===== src/rtl/mips_pipe_pkg.sv =====
// Shared definitions for the MIPS-DLX pipeline registers (IF/ID, ID/EX, EX/MEM).
// Holds default widths, the NOP encoding, the entry layout and the occupancy state encoding.
package mips_pipe_pkg;

  localparam int unsigned DEF_INSTR_W = 32;
  localparam int unsigned DEF_PC_W    = 10;

  localparam logic [31:0] NOP_INSTR_DEFAULT = 32'h0000_0000;

  typedef struct packed {
    logic                   valid;
    logic [DEF_INSTR_W-1:0] instr;
    logic [DEF_PC_W-1:0]    pc1;
  } pipe_entry_t;

  // Occupancy of a two-entry skid register, derived from the valid bits.
  localparam logic [1:0] ST_EMPTY = 2'd0;
  localparam logic [1:0] ST_ONE   = 2'd1;
  localparam logic [1:0] ST_TWO   = 2'd2;

  function automatic logic [1:0] occ_state(input logic main_v, input logic skid_v);
    if (skid_v) return ST_TWO;
    if (main_v) return ST_ONE;
    return ST_EMPTY;
  endfunction

endpackage


===== src/rtl/if_id_pipe_reg_if.sv =====
// Fetch/decode handshake bundle for the IF/ID pipeline register.
// The slave modport is the register's view; the master modport drives fetch and decode stall.
interface if_id_pipe_reg_if #(
  parameter int unsigned INSTR_W = mips_pipe_pkg::DEF_INSTR_W,
  parameter int unsigned PC_W    = mips_pipe_pkg::DEF_PC_W
);
  logic               in_valid;
  logic               in_ready;
  logic [INSTR_W-1:0] in_instr;
  logic [PC_W-1:0]    in_pc1;
  logic               out_valid;
  logic               out_ready;
  logic [INSTR_W-1:0] out_instr;
  logic [PC_W-1:0]    out_pc1;

  modport master (
    output in_valid, in_instr, in_pc1, out_ready,
    input  in_ready, out_valid, out_instr, out_pc1
  );

  modport slave (
    input  in_valid, in_instr, in_pc1, out_ready,
    output in_ready, out_valid, out_instr, out_pc1
  );
endinterface


===== src/rtl/pipe_entry_reg.sv =====
// One clocked {valid, data} pipeline entry with load and clear; clear wins over load.
module pipe_entry_reg #(
  parameter int unsigned W = 42
) (
  input  logic         clk,
  input  logic         reset,
  input  logic         load,
  input  logic         clear,
  input  logic [W-1:0] load_data,
  output logic         valid,
  output logic [W-1:0] data
);
  logic         valid_q, valid_d;
  logic [W-1:0] data_q, data_d;

  always_comb begin
    valid_d = valid_q;
    data_d  = data_q;
    if (clear) begin
      valid_d = 1'b0;
    end else if (load) begin
      valid_d = 1'b1;
      data_d  = load_data;
    end
  end

  always_ff @(posedge clk) begin
    if (reset) begin
      valid_q <= 1'b0;
      data_q  <= '0;
    end else begin
      valid_q <= valid_d;
      data_q  <= data_d;
    end
  end

  assign valid = valid_q;
  assign data  = data_q;
endmodule


===== src/rtl/if_id_pipe_reg.sv =====
// IF/ID two-entry skid register (main + skid) with valid/ready handshake and flush.
// Optional IF_ID_PERF_CNT_EN adds saturating stall_cycles / flush_count outputs.
module if_id_pipe_reg #(
  parameter int unsigned        INSTR_W   = mips_pipe_pkg::DEF_INSTR_W,
  parameter int unsigned        PC_W      = mips_pipe_pkg::DEF_PC_W,
  parameter logic [INSTR_W-1:0] NOP_INSTR = INSTR_W'(mips_pipe_pkg::NOP_INSTR_DEFAULT)
) (
  input  logic clk,
  input  logic reset,
  input  logic flush,
  if_id_pipe_reg_if.slave bus
`ifdef IF_ID_PERF_CNT_EN
  ,
  output logic [15:0] stall_cycles,
  output logic [15:0] flush_count
`endif
);
  import mips_pipe_pkg::*;

  localparam int unsigned ENTRY_W = INSTR_W + PC_W;

  logic               main_v, skid_v;
  logic [ENTRY_W-1:0] main_data, skid_data, in_data, main_src;
  logic               main_load, main_clear, skid_load, skid_clear;
  logic               in_ready_q, in_ready_d;
  logic               accept, consume;
  logic [1:0]         state;

  assign in_data = {bus.in_instr, bus.in_pc1};
  assign accept  = bus.in_valid & in_ready_q;
  assign consume = main_v & bus.out_ready;

  always_comb begin
    main_load  = 1'b0;
    main_clear = 1'b0;
    skid_load  = 1'b0;
    skid_clear = 1'b0;
    main_src   = in_data;
    state      = occ_state(main_v, skid_v);
    if (flush) begin
      main_clear = 1'b1;
      skid_clear = 1'b1;
    end else begin
      case (state)
        ST_EMPTY: main_load = accept;
        ST_ONE: begin
          if (accept && consume)  main_load  = 1'b1;
          else if (accept)        skid_load  = 1'b1;
          else if (consume)       main_clear = 1'b1;
        end
        ST_TWO: begin
          // in_ready is low here, so only the skid-to-main move is possible
          if (consume) begin
            main_load  = 1'b1;
            main_src   = skid_data;
            skid_clear = 1'b1;
          end
        end
        default: ;
      endcase
    end
    in_ready_d = !(skid_load || (skid_v && !skid_clear));
  end

  pipe_entry_reg #(.W(ENTRY_W)) u_main (
    .clk       (clk),
    .reset     (reset),
    .load      (main_load),
    .clear     (main_clear),
    .load_data (main_src),
    .valid     (main_v),
    .data      (main_data)
  );

  pipe_entry_reg #(.W(ENTRY_W)) u_skid (
    .clk       (clk),
    .reset     (reset),
    .load      (skid_load),
    .clear     (skid_clear),
    .load_data (in_data),
    .valid     (skid_v),
    .data      (skid_data)
  );

  always_ff @(posedge clk) begin
    if (reset) in_ready_q <= 1'b0;
    else       in_ready_q <= in_ready_d;
  end

  assign bus.in_ready  = in_ready_q;
  assign bus.out_valid = main_v;
  assign bus.out_instr = main_v ? main_data[ENTRY_W-1:PC_W] : NOP_INSTR;
  assign bus.out_pc1   = main_v ? main_data[PC_W-1:0] : '0;

`ifdef IF_ID_PERF_CNT_EN
  logic [15:0] stall_cycles_q, stall_cycles_d;
  logic [15:0] flush_count_q, flush_count_d;

  always_comb begin
    stall_cycles_d = stall_cycles_q;
    flush_count_d  = flush_count_q;
    if (main_v && !bus.out_ready && stall_cycles_q != 16'hFFFF)
      stall_cycles_d = stall_cycles_q + 16'd1;
    if (flush && flush_count_q != 16'hFFFF)
      flush_count_d = flush_count_q + 16'd1;
  end

  always_ff @(posedge clk) begin
    if (reset) begin
      stall_cycles_q <= '0;
      flush_count_q  <= '0;
    end else begin
      stall_cycles_q <= stall_cycles_d;
      flush_count_q  <= flush_count_d;
    end
  end

  assign stall_cycles = stall_cycles_q;
  assign flush_count  = flush_count_q;
`endif
endmodule


===== src/flat_wrapper.sv =====
// flat-port wrapper written by rule: the top's interface ports become plain ports
module if_id_pipe_reg_flat import mips_pipe_pkg::*;
#(
  parameter int unsigned        INSTR_W   = mips_pipe_pkg::DEF_INSTR_W,
  parameter int unsigned        PC_W      = mips_pipe_pkg::DEF_PC_W,
  parameter logic [INSTR_W-1:0] NOP_INSTR = INSTR_W'(mips_pipe_pkg::NOP_INSTR_DEFAULT)
)
  (clk, reset, flush, bus_in_valid, bus_in_instr, bus_in_pc1, bus_out_ready, bus_in_ready, bus_out_valid, bus_out_instr, bus_out_pc1);
  if_id_pipe_reg_if #(.INSTR_W(INSTR_W), .PC_W(PC_W)) bus_i ();
  input  logic clk;
  input  logic reset;
  input  logic flush;
  input wire logic [$bits(bus_i.in_valid)-1:0] bus_in_valid;
  input wire logic [$bits(bus_i.in_instr)-1:0] bus_in_instr;
  input wire logic [$bits(bus_i.in_pc1)-1:0] bus_in_pc1;
  input wire logic [$bits(bus_i.out_ready)-1:0] bus_out_ready;
  output wire logic [$bits(bus_i.in_ready)-1:0] bus_in_ready;
  output wire logic [$bits(bus_i.out_valid)-1:0] bus_out_valid;
  output wire logic [$bits(bus_i.out_instr)-1:0] bus_out_instr;
  output wire logic [$bits(bus_i.out_pc1)-1:0] bus_out_pc1;
  assign bus_i.in_valid = bus_in_valid;
  assign bus_i.in_instr = bus_in_instr;
  assign bus_i.in_pc1 = bus_in_pc1;
  assign bus_i.out_ready = bus_out_ready;
  assign bus_in_ready = bus_i.in_ready;
  assign bus_out_valid = bus_i.out_valid;
  assign bus_out_instr = bus_i.out_instr;
  assign bus_out_pc1 = bus_i.out_pc1;
  if_id_pipe_reg #(.INSTR_W(INSTR_W), .PC_W(PC_W), .NOP_INSTR(NOP_INSTR)) u_core (.clk(clk), .reset(reset), .flush(flush), .bus(bus_i));
endmodule

===== config.mk =====
export PLATFORM = sky130hd
export DESIGN_NAME = if_id_pipe_reg_flat
export DESIGN_NICKNAME = d
export VERILOG_FILES = /design/src/rtl/mips_pipe_pkg.sv /design/src/rtl/if_id_pipe_reg_if.sv /design/src/rtl/pipe_entry_reg.sv /design/src/rtl/if_id_pipe_reg.sv /design/src/flat_wrapper.sv
export SDC_FILE = /design/constraint.sdc
export NUM_CORES = 1
export LEC_CHECK = 0
export BUFFER_PORTS_ARGS = -buffer_cell sky130_fd_sc_hd__buf_2
export CAP_MARGIN = 0
export CORE_UTILIZATION = 56
export DETAILED_ROUTE_END_ITERATION = 10
export PLACE_DENSITY = 0.82
export SLEW_MARGIN = 20
export SYNTH_ARGS = -nofsm -noshare
export SYNTH_HDL_FRONTEND = slang
export SYNTH_SLANG_ARGS = --single-unit
export TNS_END_PERCENT = 1

===== constraint.sdc =====
create_clock -name clk -period 1.64 [get_ports clk]
set_input_delay 0.082 -clock clk [delete_from_list [all_inputs] [get_ports clk]]
set_output_delay 0.082 -clock clk [all_outputs]
set_load 0.02 [all_outputs]

==> implementation parameters <==
Parameter                              Value

Global route
  Global-route total usage across every layer    a little under 30%
  Vias in the first global route    approximately 4,600
  Number of antenna violations at the first check in global routing    0
  GRT overflow    0
  Largest net degree at the start of global routing    46
  First-pass GRT wire length    22,820 um

Power and ir drop
  Clock share of power    between 30% and 40%
  Switching share of total power    25.77%
  Psw    1.152 mW
  Leakage power total    between 2 and 3 nW
  Worst IR drop on VDD    around 0.47 mV
  Combinational fraction of design power    between 10% and 20%
  Internal power    between 3 and 4 mW
  Sequential share of power    approximately 49%
  Power per cell area    ~730 mW/mm^2

Critical path
  Critical R2R Launch    u_core.u_main.valid
  Max FO, Critical Path    29
  Critical setup path kind    flop to flop
  Reg-to-Reg End    u_core.u_skid.data[21]
  Crit path launch type    flop
  Worst-case register-to-register setup slack    between 100 and 150 ps
  Required @ worst endpoint    about 1900 ps
  Capturing element type of the critical path    flop
  Worst-case reg-to-reg path depth    4
  CP Data Arrival Time    1740 ps

Clock tree
  Clock root buffer    clkbuf_8
  Clock tree sinks    87
  Setup repair bufs after CTS    0
  TritonCTS clock tree    built
  Clock-pin slew reported for the worst setup and hold paths after clock tree synthesis    roughly 80 ps
  Number of buffers added by the clock tree synthesis step    9
  Skew-Pair Late Insertion Delay    360 ps
  H-tree depth    3
  Buffer depth of the longest clock path    2

Placement
  HPWL after detailed placement    8450 um
  Count of port buffers added during placement    90
  Worst slack after detailed placement    8.008 ps
  Cell count after placement    just over 700
  Weighted congestion at the end of routability-driven global placement    approximately 0.8

Routing
  Drt initial violations    between 400 and 500
  Wire per inst    about 18 um
  Vias per cell    6.371
  Remaining number of nets flagged by the antenna check after routing    0
  Vias after detailed routing    4,791
  Drt pass-1 iters    6
  Drt total wl    13,850 um
  Residual DRC    0

Finish
  Filler cells    between 600 and 700
  Non-filler cells in the finished layout    between 700 and 800
  Nets    roughly 690
  Ant. Diodes    0
  Area growth from synthesis to layout    20.77%
  Fraction of layout cells with a size suffix above 1    between 20% and 30%

Synth
  Distinct cells, synth    31
  Synthesis-stage register bit count    a little under 90
  Fraction of the yosys area taken by sequential cells    34.37%
  Cell count after synthesis    553
  Synthesized area divided by synthesized cell count    slightly above 9 um^2
  Synth Net Count    600
  Yosys Warn Count    0
  Synthesized cell area    a little over 0.005 mm^2

Floorplan
  Core area    approximately 0.0087 mm^2
  Overall die height    ~97 um
  Effective utilization at floorplan    about three fifths
  Total die area    about 0.0094 mm^2
  Die boundary width    97.13 um
  # IOs    slightly above 90
  Row count    34

Timing
  Number of failing hold endpoints at the final stage    0
  Final worst path period need    between 1500 and 2000 ps
  Top achievable clock speed    about 650 MHz
  Slew of the pin with the lowest slew margin    625.5 ps
  Clock skew after layout    slightly below 10 ps
  Setup slack of the critical path after layout    ~110 ps
  Final total negative setup slack    0 ps
  Worst rel slew slack    ~58%
  Unrepaired setup endpoints after global routing    false
  Share of the cycle needed by the critical path after routing    93.20%
  Final setup violation count    0
  Number of slew-limit violations in the final report    0

Worst hold path
  Hold EP    u_core.u_skid.data[2]
  WHS Path Cells    3
  Worst Hold Launch    bus_in_pc1[2]
  Type of the most critical hold path    input port to flop

Flow run
  MaxCap Viol Count    0

Outcome
  Run status    completed
## cell families (layout without fill, tap and decap cells)
| family | after synthesis | after routing | share of synthesized area, % |
|---|---|---|---|
| muxes | 42 | 42 | 8.296 |
| AOI/OAI and AO/OA | 214 | 214 | 33.56 |
| buffers and inverters | 72 | 162 | 7.432 |
| and+or+nand+nor | 138 | 139 | 16.35 |
| DFF | 87 | 87 | 34.37 |
## cell type report
class,instances,area [um^2],share of cell area [%]
flip-flops and latches,87,1745,28.52
inverters,1,3.754,0.06134
clock buffers,10,127.6,2.085
clock inverters,4,72.57,1.186
repair buffers,147,1075,17.56
well taps,108,135.1,2.208
multi-input cells,395,2960,48.37
## what timing repair did
| item | CTS | global route |
|---|---|---|
| cloned | 1 | 0 |
| pin swaps | 1 | 0 |
| gates resized for setup | 0 | 10 |
| hold buffers | 30 | 1 |
| setup endpoints to repair | 5 | 60 |
| endpoints found under the hold margin | 30 | 1 |
## worst max path at each step
stage | startpoint | endpoint | cells after the start
final | u_core.u_main.valid | u_core.u_skid.data[21] | 4
after global routing | u_core.u_main.valid | u_core.u_skid.data[41] | 4
after CTS | u_core.u_main.valid | u_core.u_main.data[22] | 5
after detailed placement | u_core.u_main.valid | u_core.u_main.data[28] | 4
after global placement | u_core.u_main.valid | u_core.u_main.data[0] | 4
after floorplan | u_core.u_main.valid | u_core.u_main.data[10] | 6
## cell usage in the layout (no fill, tap or decap), types with 3 or more instances in the layout
| cell | count |
|---|---|
| dfxtp_2 | 3 |
| o311ai_0 | 34 |
| o311ai_1 | 8 |
| buf_2 | 89 |
| dlygate4sd3_1 | 31 |
| o21ai_0 | 42 |
| a21oi_1 | 43 |
| buf_12 | 9 |
| nand2b_1 | 42 |
| nand3_1 | 42 |
| a211o_1 | 42 |
| mux2i_1 | 42 |
| and2_1 | 42 |
| clkbuf_8 | 9 |
| dfxtp_1 | 84 |
| buf_4 | 17 |
| a211oi_2 | 40 |
## synthesized netlist by cell type (all sizes together)
library cell / count / area, um^2
nor2: 2 / 7.510
a31oi: 1 / 6.260
or2b: 1 / 7.510
o211a: 1 / 10.01
o311ai: 42 / 367.9
nand2b: 42 / 262.8
o21ai: 42 / 210.2
clkbuf: 34 / 127.6
nand3: 42 / 210.2
a21oi: 43 / 215.2
dfxtp: 87 / 1742
and3b: 1 / 8.760
a211o: 42 / 367.9
nand3b: 1 / 7.510
nor3: 2 / 10.01
and2: 43 / 271.5
nand4b: 1 / 8.760
mux2i: 42 / 420.4
nor4: 1 / 6.260
a211oi: 42 / 515.5
or3b: 1 / 8.760
nor3b: 1 / 18.77
inv: 1 / 3.750
buf: 37 / 245.2
a21o: 1 / 7.510
## registers in the layout, indices dropped and copies added, names as in the netlist
register / cells
u_core.u_main.data: 42
u_core.bus.in_ready: 1
u_core.u_main.valid: 1
u_core.u_skid.data: 42
u_core.u_skid.valid: 1
## stage by stage
stage | utilization (%) | power (mW) | cell area, um^2 | hold slack, ps
final | 70.17 | 4.470 | 6120 | 6.110
after global routing | 70.17 | 4.652 | 6120 | 4.188
after CTS | 70.00 | 4.477 | 6105 | 0.1587
after detailed placement | 64.18 | 2.870 | 5597 | 354.8
after global placement | 64.18 | 2.843 | 5597 | 346.4
after floorplan | - | 2.660 | 5067 | 229.7
## critical path: stages (launching register included)
cell and delay [ps]:
dfxtp_2 380, or3b_2 470, buf_4 240, o21ai_0 210
a21oi_1 90
## metal layers
layer,up-vias,track usage [%],share of wire [%]
met3,20,5.971,7.3
met2,227,49.89,47
met1,2286,38.02,44
met5,-,0,0
li1,2258,-,-
met4,0,8.381,1.2
## power groups by stage
| stage | Clock, mW | Combinational, mW | Sequential, mW |
|---|---|---|---|
| final | 1.58 | 0.686 | 2.21 |
| after global routing | 1.70 | 0.740 | 2.22 |
| after CTS | 1.60 | 0.675 | 2.20 |
| after detailed placement | 0 | 0.616 | 2.25 |
| after global placement | 0 | 0.593 | 2.25 |
| after floorplan | 0 | 0.421 | 2.24 |
Note: power is estimated with default switching activity, not from simulation.
